`config.mk`:
```
export PLATFORM = sky130hd
export DESIGN_NAME = educ8_major_state_ctrl
export DESIGN_NICKNAME = d
export VERILOG_FILES = /design/src/rtl/educ8_major_state_ctrl.sv
export SDC_FILE = /design/constraint.sdc
export NUM_CORES = 1
export LEC_CHECK = 0
export ABC_AREA = 1
export ABC_CLOCK_PERIOD_IN_PS = 4200
export BUFFER_PORTS_ARGS = -buffer_cell sky130_fd_sc_hd__buf_2
export CAP_MARGIN = 20
export CORE_MARGIN = 4
export CORE_UTILIZATION = 54
export DETAILED_ROUTE_END_ITERATION = 12
export PLACE_DENSITY = 0.85
export SLEW_MARGIN = 5
export SYNTH_ARGS = -nofsm -noshare
export SYNTH_HDL_FRONTEND = slang
export SYNTH_SLANG_ARGS = --single-unit
export TNS_END_PERCENT = 1
```
`constraint.sdc`:
```
create_clock -name clk -period 4.2 [get_ports clk]
set_input_delay 0.42 -clock clk [delete_from_list [all_inputs] [get_ports clk]]
set_output_delay 0.42 -clock clk [all_outputs]
set_load 0.1 [all_outputs]
```
`src/rtl/educ8_major_state_ctrl.sv`:
```
// EDUC-8 major-state and timing-pulse sequencer.
// Steps FETCH / DEFER / EXECUTE major cycles of eight timing states each, applies the
// front-panel run / halt / single-step controls, and drives registered one-hot timing
// and major-state lines for the datapath.

module educ8_major_state_ctrl #(
    parameter int unsigned NT = 8
) (
    input  logic       clk,
    input  logic       nclr,
    input  logic       run,
    input  logic       halt,
    input  logic       sstep,
    input  logic [2:0] opcode,
    input  logic       ind,
    output logic [7:0] tp,
    output logic [2:0] major,
    output logic       running,
    output logic       instr_done
);

    // One-hot major-state encoding; the value is driven straight onto the major output.
    typedef enum logic [2:0] {
        MajFetch = 3'b001,
        MajDefer = 3'b010,
        MajExec  = 3'b100
    } major_e;

    localparam logic [2:0] TcLast = 3'(NT - 1);
    localparam logic [2:0] OpJmp  = 3'd5;
    localparam logic [2:0] OpIot  = 3'd6;

    // Architectural state.
    major_e     r_major;
    logic [2:0] r_tc;
    logic [7:0] r_tp;
    logic       r_running;
    logic       r_instr_done;
    logic       r_halt_req;
    logic       r_run_q;

    // Decode of the current state and inputs.
    major_e     w_next_major;
    logic       w_mem_ref;
    logic       w_run_rise;
    logic       w_last;
    logic       w_instr_end;
    logic       w_stop;
    logic       w_major_ok;

    // Opcodes 0-5 reference memory; IOT and OPR finish inside the fetch cycle.
    assign w_mem_ref  = (opcode < OpIot);
    assign w_run_rise = run & ~r_run_q;
    assign w_last     = (r_tc == TcLast);
    assign w_major_ok = (r_major == MajFetch) | (r_major == MajDefer) | (r_major == MajExec);

    // Next major state, taken on the edge that ends T7.
    always_comb begin
        w_next_major = MajFetch;
        unique case (r_major)
            MajFetch: begin
                if (!w_mem_ref) begin
                    w_next_major = MajFetch;
                end else if (ind) begin
                    w_next_major = MajDefer;
                end else if (opcode == OpJmp) begin
                    w_next_major = MajFetch;
                end else begin
                    w_next_major = MajExec;
                end
            end
            // Indirect JMP completes once the effective address is fetched. An IOT/OPR
            // opcode here can only come from an IR change mid-instruction; treat it as
            // complete rather than running an execute cycle for it.
            MajDefer: begin
                if (w_mem_ref && (opcode != OpJmp)) begin
                    w_next_major = MajExec;
                end else begin
                    w_next_major = MajFetch;
                end
            end
            MajExec: begin
                w_next_major = MajFetch;
            end
            default: begin
                w_next_major = MajFetch;
            end
        endcase
    end

    // Instruction end and the stop decision for the current T7.
    assign w_instr_end = (w_next_major == MajFetch);
    assign w_stop      = sstep | ((r_halt_req | halt) & w_instr_end);

    // Sequencer: timing counter, major state, run/halt control and registered outputs.
    always_ff @(posedge clk or negedge nclr) begin
        if (!nclr) begin
            r_major      <= MajFetch;
            r_tc         <= 3'd0;
            r_tp         <= 8'h00;
            r_running    <= 1'b0;
            r_instr_done <= 1'b0;
            r_halt_req   <= 1'b0;
            r_run_q      <= 1'b0;
        end else begin
            r_run_q      <= run;
            r_instr_done <= 1'b0;

            if (!r_running) begin
                // Stopped: tc and major hold; only a fresh run edge does anything.
                if (w_run_rise) begin
                    r_running  <= 1'b1;
                    r_tc       <= 3'd0;
                    r_tp       <= 8'h01;
                    r_halt_req <= 1'b0;
                end else begin
                    r_tp <= 8'h00;
                end
            end else begin
                if (halt) begin
                    r_halt_req <= 1'b1;
                end

                if (w_last) begin
                    r_major      <= w_next_major;
                    r_instr_done <= w_instr_end;
                    r_tc         <= 3'd0;
                    if (w_stop) begin
                        r_running  <= 1'b0;
                        r_tp       <= 8'h00;
                        r_halt_req <= 1'b0;
                    end else begin
                        r_tp <= 8'h01;
                    end
                end else begin
                    r_tc <= r_tc + 3'd1;
                    r_tp <= 8'h01 << (r_tc + 3'd1);
                end
            end

            // Recover from a corrupted major encoding regardless of run state.
            if (!w_major_ok) begin
                r_major <= MajFetch;
            end
        end
    end

    assign tp         = r_tp;
    assign major      = r_major;
    assign running    = r_running;
    assign instr_done = r_instr_done;

endmodule

```
# After elaboration in Yosys (flattened, before gate mapping)
# Index checks and enable logic that the tools add are counted.
# totals
register_bits,18
in_bits,9
word_cells,55
# op_classes
addsub,1
n_lt_le_gt_ge,1
n_eq_ne,9
n_shift,1
n_mux,26
bitwise_logic,7
reduce_logical,3
# ops
cell,count
3-bit 2-to-1 mux,10
8-bit 2-to-1 mux,2
1-bit 2-to-1 mux,13
3-bit == test (second input constant),3
1-bit by 3-bit << shifter with 8-bit output (first input constant),1
3-bit by 1-bit == test with 1-bit output (second input constant),2
3-bit one-hot mux with 2 select lines,1
2-bit != test (second input constant),2
1-bit OR,4
3-bit by 1-bit adder with 3-bit output (second input constant),1
3-bit by 2-bit == test with 1-bit output (second input constant),1
3-bit < comparator (second input constant),1
3-bit != test (second input constant),1
1-bit bitwise AND,2
2-bit AND reduction,1
2-bit nonzero test,1
1-bit logical AND,1
1-bit inverter,1

# Longest topological paths before layout
# Gate-level depths: netlist (run 1).
# depth
depth_word,11
mapped_depth,9

# Least setup slack after synthesis (run 1)
# OpenSTA, ideal clock, no wires.
# synth_timing
kind,reg2reg
startpoint,"reg r_major[2], in the netlist major[2]"
endpoint,reg r_halt_req
setup_ps,117
t_arrival_ps,1576
required_time_ps,4083
path_slack_ps,2507
stages_incl_launch_ff,10
path_buffers,0
synth_period_minus_slack_ps,1693
cell_sequence,dfrtp_1 > inv_2 > nand3_1 > nand2_1 > nand2_2 > nand2_2 > nand3_2 > nand2_1 > nand3_1 > nand2_1
# synth_via
elab_chain_len,8
word_cells_on_any_way,9
# synth_lines
element,line_no,text
"start, declared",34,major_e r_major;
"start signal, assigned",98,r_major <= MajFetch;
"start signal, assigned",125,r_major <= w_next_major;
"start signal, assigned",143,r_major <= MajFetch;
3-bit by 2-bit == test with 1-bit output or 3-bit by 1-bit == test with 1-bit output (tied branches),60,unique case (r_major)
3-bit one-hot mux with 2 select lines *,60,
3-bit by 1-bit == test with 1-bit output *,92,assign w_instr_end = (w_next_major == MajFetch);
1-bit bitwise AND *,93,assign w_stop = sstep | ((r_halt_req | halt) & w_instr_end);
1-bit OR *,93,
1-bit 2-to-1 mux *,128,if (w_stop) begin
1-bit 2-to-1 mux *,124,if (w_last) begin
1-bit 2-to-1 mux *,109,if (!r_running) begin
"end signal, assigned",115,r_halt_req <= 1'b0;
"end signal, assigned",121,r_halt_req <= 1'b1;
"end signal, assigned",131,r_halt_req <= 1'b0;
"end, declared",39,logic r_halt_req;
# Mark *: on every way between the ends. The rest lies on a longest branch, timed or not.
# A chain may end at the register's enable or synchronous reset.

# Worst setup path after layout (run 1)
# layout_timing
startpoint,"reg r_running, in the netlist running"
endpoint,out running
# layout_rtl
element,line_no,text
"start, declared",37,logic r_running;
"start signal, assigned",101,r_running <= 1'b0;
"start signal, assigned",112,r_running <= 1'b1;
"start signal, assigned",129,r_running <= 1'b0;
"end, declared",18,"output logic running,"
# No word-level cell between the ends.

==> results of run 1 <==
-- state kept, by name, indices dropped and copies added, names as in the netlist --
| name | flops |
|---|---|
| tp | 8 |
| major | 3 |
| r_run_q | 1 |
| running | 1 |
| r_halt_req | 1 |
| instr_done | 1 |
| r_tc | 3 |
-- worst min-delay path by stage --
| stage | endpoint | from |
|---|---|---|
| finish | tp[2]$_DFF_PN0_ | nclr |
| global route | tp[2]$_DFF_PN0_ | nclr |
| CTS | tp[2]$_DFF_PN0_ | nclr |
| detailed placement | tp[4]$_DFF_PN0_ | nclr |
| global placement | tp[3]$_DFF_PN0_ | nclr |
| floorplan | instr_done$_DFF_PN0_ | nclr |
-- cells by family (layout without fill, tap and decap cells) --
logic type / after synthesis / in the layout / synth area share (%)
simple gates: 37 / 37 / 21.7
buf+inv: 20 / 43 / 10.8
flops: 18 / 18 / 52.5
compound gates: 10 / 10 / 6.40
fa+ha+maj: 6 / 6 / 8.72
-- worst reg2reg max path, stage by stage (launching register included) --
cell	delay, ns
dfrtp_1	0.39
ha_1	0.21
ha_1	0.36
nand2_1	0.15
nand2_1	0.13
inv_1	0.06
o22ai_1	0.11
-- cell type report --
| class | instances | area (sq um) | area share, % |
|---|---|---|---|
| well taps | 16 | 20.0 | 2.01 |
| inverters | 18 | 67.6 | 6.78 |
| repair buffers | 21 | 105 | 10.5 |
| multi-input cells | 53 | 317 | 31.7 |
| flip-flops and latches | 18 | 452 | 45.3 |
| clock buffers | 4 | 36.3 | 3.64 |
-- layer usage --
metal,vias to the layer above,track usage [%],wire length (microns)
li1,337,-,-
met3,2,5.64,93
met2,18,26.4,729
met5,-,0,0
met4,0,1.61,4
met1,296,17.8,603
-- synthesized netlist by cell type, types with 2 or more instances --
cell type / instances
dfrtp_1: 17
inv_1: 15
nand2_1: 13
nand3_1: 9
ha_1: 6
nor3_1: 6
o21ai_0: 5
inv_2: 3
nor2_1: 3
a21oi_1: 2
nand2_2: 2
nand3_2: 2
o22ai_1: 2
-- through the flow --
step,instance area (sq um),hold WS (ns),util [%],worst slack (ns)
final,997,0.0313,66.2,2.47
after global routing,997,0.0452,66.2,2.41
after CTS,997,0.0412,66.2,2.48
after detailed placement,961,0.358,63.8,2.78
after global placement,961,0.353,63.8,2.80
after floorplan,861,0.124,-,2.51
==> impl_metrics.py, run 1 <==
metrics = {
    "run_status": {
        "outcome": "complete, no violations",
    },
    "critical_path": {
        "critical_path.cell_chain": "buf_2",
        "cp.buffers_inverters": 1,
        "r2r-end": "major[0]$_DFFE_PN1P_",
        "crit_arrival_ns": 1.31,
        "rr_startpoint": "r_tc[0]$_DFFE_PN0P_",
        "reg2reg_slack_ns": 2.71,
        "critical_path_required_ns": 3.78,
        "end_kind": "primary output",
        "crit_path_end": "running",
        "cp_slowest_stage_delay_ns": 0.53,
        "cp_max_fo": 10,
        "reg2reg_depth": 6,
        "cp-start-kind": "register",
        "cp_slowest_cell": "dfrtp_1",
        "crit_type": "reg2out",
        "crit_path_start": "running$_DFF_PN0_",
        "cp_top_family": "flip-flops",
        "cp.depth": 1,
    },
    "clocking": {
        "insertion_delay_ns": 0.28,
        "cts_tree": "built",
        "ctsHoldBuffers": 0,
        "cts_sinks": 18,
        "numCtsBuffers": 3,
        "post-cts-setup-buffer-count": 0,
        "cts_max_path_buffers": 2,
        "clk_pin_slew_ns": 0.10,
        "htreeDepth": 1,
        "root_buffer": "clkbuf_4",
        "cts_resized": 0,
    },
    "floorplanning": {
        "io_pins": 22,
        "core_area_sq_um": 1510,
        "die_h_microns": 47.9,
        "rows": 14,
        "dieArea_sq_um": 2300,
        "start_util_pct": 57.1,
        "die_w_microns": 47.9,
    },
    "placed_design": {
        "place.gp.congestion": 0.795,
        "dpl.hpwl_microns": 1150,
        "dp.cells": 126,
        "port_buffers": 21,
    },
    "timing": {
        "post-route-period-util_pct": 41.1,
        "final.setup.tns_ns": 0,
        "max_slew_margin_pct": 67.8,
        "finalMaxSlewViolations": 0,
        "hold_viol": 0,
        "fmax_mhz": 580,
        "tightestPinTransition_ns": 0.487,
        "rsz0062_at_grt": "false",
        "setup_viol": 0,
        "skew_ns": 0.00730,
        "period_minus_slack_ns": 1.73,
    },
    "cells_and_area": {
        "final_common_cell": "buf_2",
        "layout-drive-gt1-share_pct": 29.8,
        "syn2layout_area_growth_pct": 15.8,
        "final_cell_mix": "buf_2 (21), dfrtp_1 (17), inv_1 (15)",
        "nNetsFinal": 130,
        "fillCellCount": 117,
        "stdcell_count": 130,
        "n_antenna_cell": 0,
    },
    "yosys": {
        "synth-edff-count": 0,
        "async_flop_share_pct": 100,
        "yosysWarningCount": 0,
        "synth_seq_cells": 18,
        "syn_area_sq_um": 861,
        "syn_nets": 106,
        "synth_top_area_share_pct": 49.4,
        "ys.flop_type": "dfrtp_1",
        "synth_top_cell_by_area": "dfrtp_1",
        "synthCells": 91,
        "synth_area_per_cell_sq_um": 9.46,
        "ys_seq_area_share_pct": 52.5,
        "synth.distinct_cells": 19,
        "synth.area.top_cells": "dfrtp_1 (49%), ha_1 (8.7%), inv_1 (6.5%)",
    },
    "global_routing": {
        "grt_pass1_vias": 602,
        "grt_pass1_wl_microns": 2440,
        "grt_max_degree": 19,
        "grt_usage_pct": 15.0,
        "antenna_found_initial": 0,
        "grt-ovfl-total": 0,
    },
    "route": {
        "antenna_left": 0,
        "wl_microns": 1430,
        "viasPerCell": 5.02,
        "drc": 0,
        "drt_pre_antenna_iters": 4,
        "avgRoutedWirePerCell_microns": 11.0,
        "drt_iter0_markers": 14,
        "vias": 653,
    },
    "hold_path": {
        "hold_class": "in2async",
    },
    "run": {
        "cap_violations": 0,
    },
}
Power of run 1 is not shown: default switching activity piles up to over one toggle a cycle in this logic, so the estimate is an artifact.
==> run 2: changes to the inputs <==
ABC_CLOCK_PERIOD_IN_PS = 1650   (was 4200)
CORE_UTILIZATION = 50   (was 54)
PLACE_DENSITY = 0.8   (was 0.85)
clock period = 1.65 ns   (was 4.2 ns; I/O delays follow)
==> run 2 against run 1 <==
Net effect: flip-flop and latch count is the same; sequential share of layout area decreased by 0.31 points; non-clock buffer count grew 1; critical path depth up 3.
==> impl_metrics.py, run 2 (synthesis results as in run 1) <==
metrics = {
    "critical_path": {
        "end_kind": "register",
        "cp_max_fo": 4,
        "critical_path_required_ns": 1.84,
        "cp_slowest_cell": "dfrtp_1",
        "cp.buffers_inverters": 0,
        "critPathMostFrequentCell": "ha_1",
        "crit_arrival_ns": 1.65,
        "critical_path.cell_chain": "ha_1 -> ha_1 -> or2_1 -> nor3_1",
        "cp_top_family": "adder cells",
        "cp-start-kind": "register",
        "cp_slowest_stage_delay_ns": 0.41,
        "crit_type": "reg2reg",
    },
    "cells_and_area": {
        "layout-drive-gt1-share_pct": 31.3,
        "nNetsFinal": 131,
        "final_cell_mix": "buf_2 (21), inv_1 (15), dfrtp_1 (15)",
        "n_antenna_cell": 0,
        "syn2layout_area_growth_pct": 17.3,
        "largest_register_ffs": 8,
        "final_util_pct": 64.8,
        "final_common_cell": "buf_2",
    },
    "clocking": {
        "ctsHoldBuffers": 1,
        "insertion_delay_ns": 0.28,
        "root_buffer": "clkbuf_4",
        "cts_max_path_buffers": 2,
        "cts_tree": "built",
        "post-cts-setup-buffer-count": 0,
        "cts_resized": 0,
        "numCtsBuffers": 3,
        "clk_pin_slew_ns": 0.10,
        "htreeDepth": 1,
        "cts_sinks": 18,
    },
    "route": {
        "vias": 664,
        "drt_pre_antenna_iters": 4,
        "antenna_left": 0,
        "drc": 0,
        "wl_microns": 1470,
        "drt_iter0_markers": 10,
        "avgRoutedWirePerCell_microns": 11.2,
        "viasPerCell": 5.07,
    },
    "floorplanning": {
        "start_util_pct": 55.2,
        "dieArea_sq_um": 2450,
        "die_w_microns": 49.5,
        "core_area_sq_um": 1560,
        "die_h_microns": 49.5,
        "rows": 14,
        "io_pins": 22,
    },
    "timing": {
        "skew_ns": 0.00219,
        "setup_viol": 0,
        "max_slew_margin_pct": 67.6,
        "fmax_mhz": 689,
        "period_minus_slack_ns": 1.45,
        "tightestPinTransition_ns": 0.489,
        "finalMaxSlewViolations": 0,
        "final.setup.tns_ns": 0,
        "hold_viol": 0,
        "rsz0062_at_grt": "false",
        "post-route-period-util_pct": 88.0,
    },
    "hold_path": {
        "hold_class": "in2reg",
    },
    "global_routing": {
        "grt_pass1_vias": 628,
        "antenna_found_initial": 0,
        "grt-ovfl-total": 0,
        "grt_max_degree": 19,
        "grt_usage_pct": 13.7,
        "grt_pass1_wl_microns": 2620,
    },
    "placed_design": {
        "dpl.hpwl_microns": 1220,
        "place.gp.congestion": 0.793,
        "port_buffers": 21,
    },
    "run_status": {
        "outcome": "complete, no violations",
    },
    "run": {
        "cap_violations": 0,
    },
}
-- run 2: cell types whose count changed in the layout (fill, tap and decap cells not counted) --
| cell | delta |
|---|---|
| dlygate4sd3_1 | +1 |
| dfrtp_1 | -2 |
| dfrtp_2 | +2 |
-- run 2: metal layers --
layer / GRT usage (%) / up-vias / part of all wire [%]
met2: 24.8 / 22 / 48
met5: 0 / - / 0
met3: 3.01 / 4 / 7.5
met4: 4.15 / 0 / 1.4
met1: 16.0 / 299 / 43
li1: - / 339 / -
-- run 2: final cells by class --
cell class	instances	area (sq um)
fill	138	549
sequential	18	454
multi-input combinational	53	317
timing repair buffer	22	115
inverter	18	67.6
clock buffer	4	36.3
tap	16	20.0
-- run 2: worst paths after layout --
check	start	endpoint	slack [ns]	depth (start not counted)
max reg2reg	r_tc[0]$_DFFE_PN0P_	tp[6]$_DFF_PN0_	0.20	4
min in group asynchronous	nclr	tp[4]$_DFF_PN0_	0.33	2
max	r_tc[0]$_DFFE_PN0P_	tp[6]$_DFF_PN0_	0.20	4
min	run	r_run_q$_DFF_PN0_	0.02	1
max in group asynchronous	nclr	major[0]$_DFFE_PN1P_	1.01	2
min reg2reg	r_halt_req$_DFFE_PN0P_	r_halt_req$_DFFE_PN0P_	0.51	2
-- run 2: per-stage QoR --
stage | cells | worst slack [ns] | hold WS [ns] | cell area (sq um)
after CTS | 131 | 0.173 | 0.0158 | 1010
after floorplan | 91 | -0.0293 | -0.131 | 863
after detailed placement | 126 | 0.197 | 0.105 | 963
after global routing | 131 | 0.0799 | 0.0118 | 1010
final | 131 | 0.199 | 0.0186 | 1010
after global placement | 126 | 0.262 | 0.102 | 963
Power of run 2 is left out for the same reason.
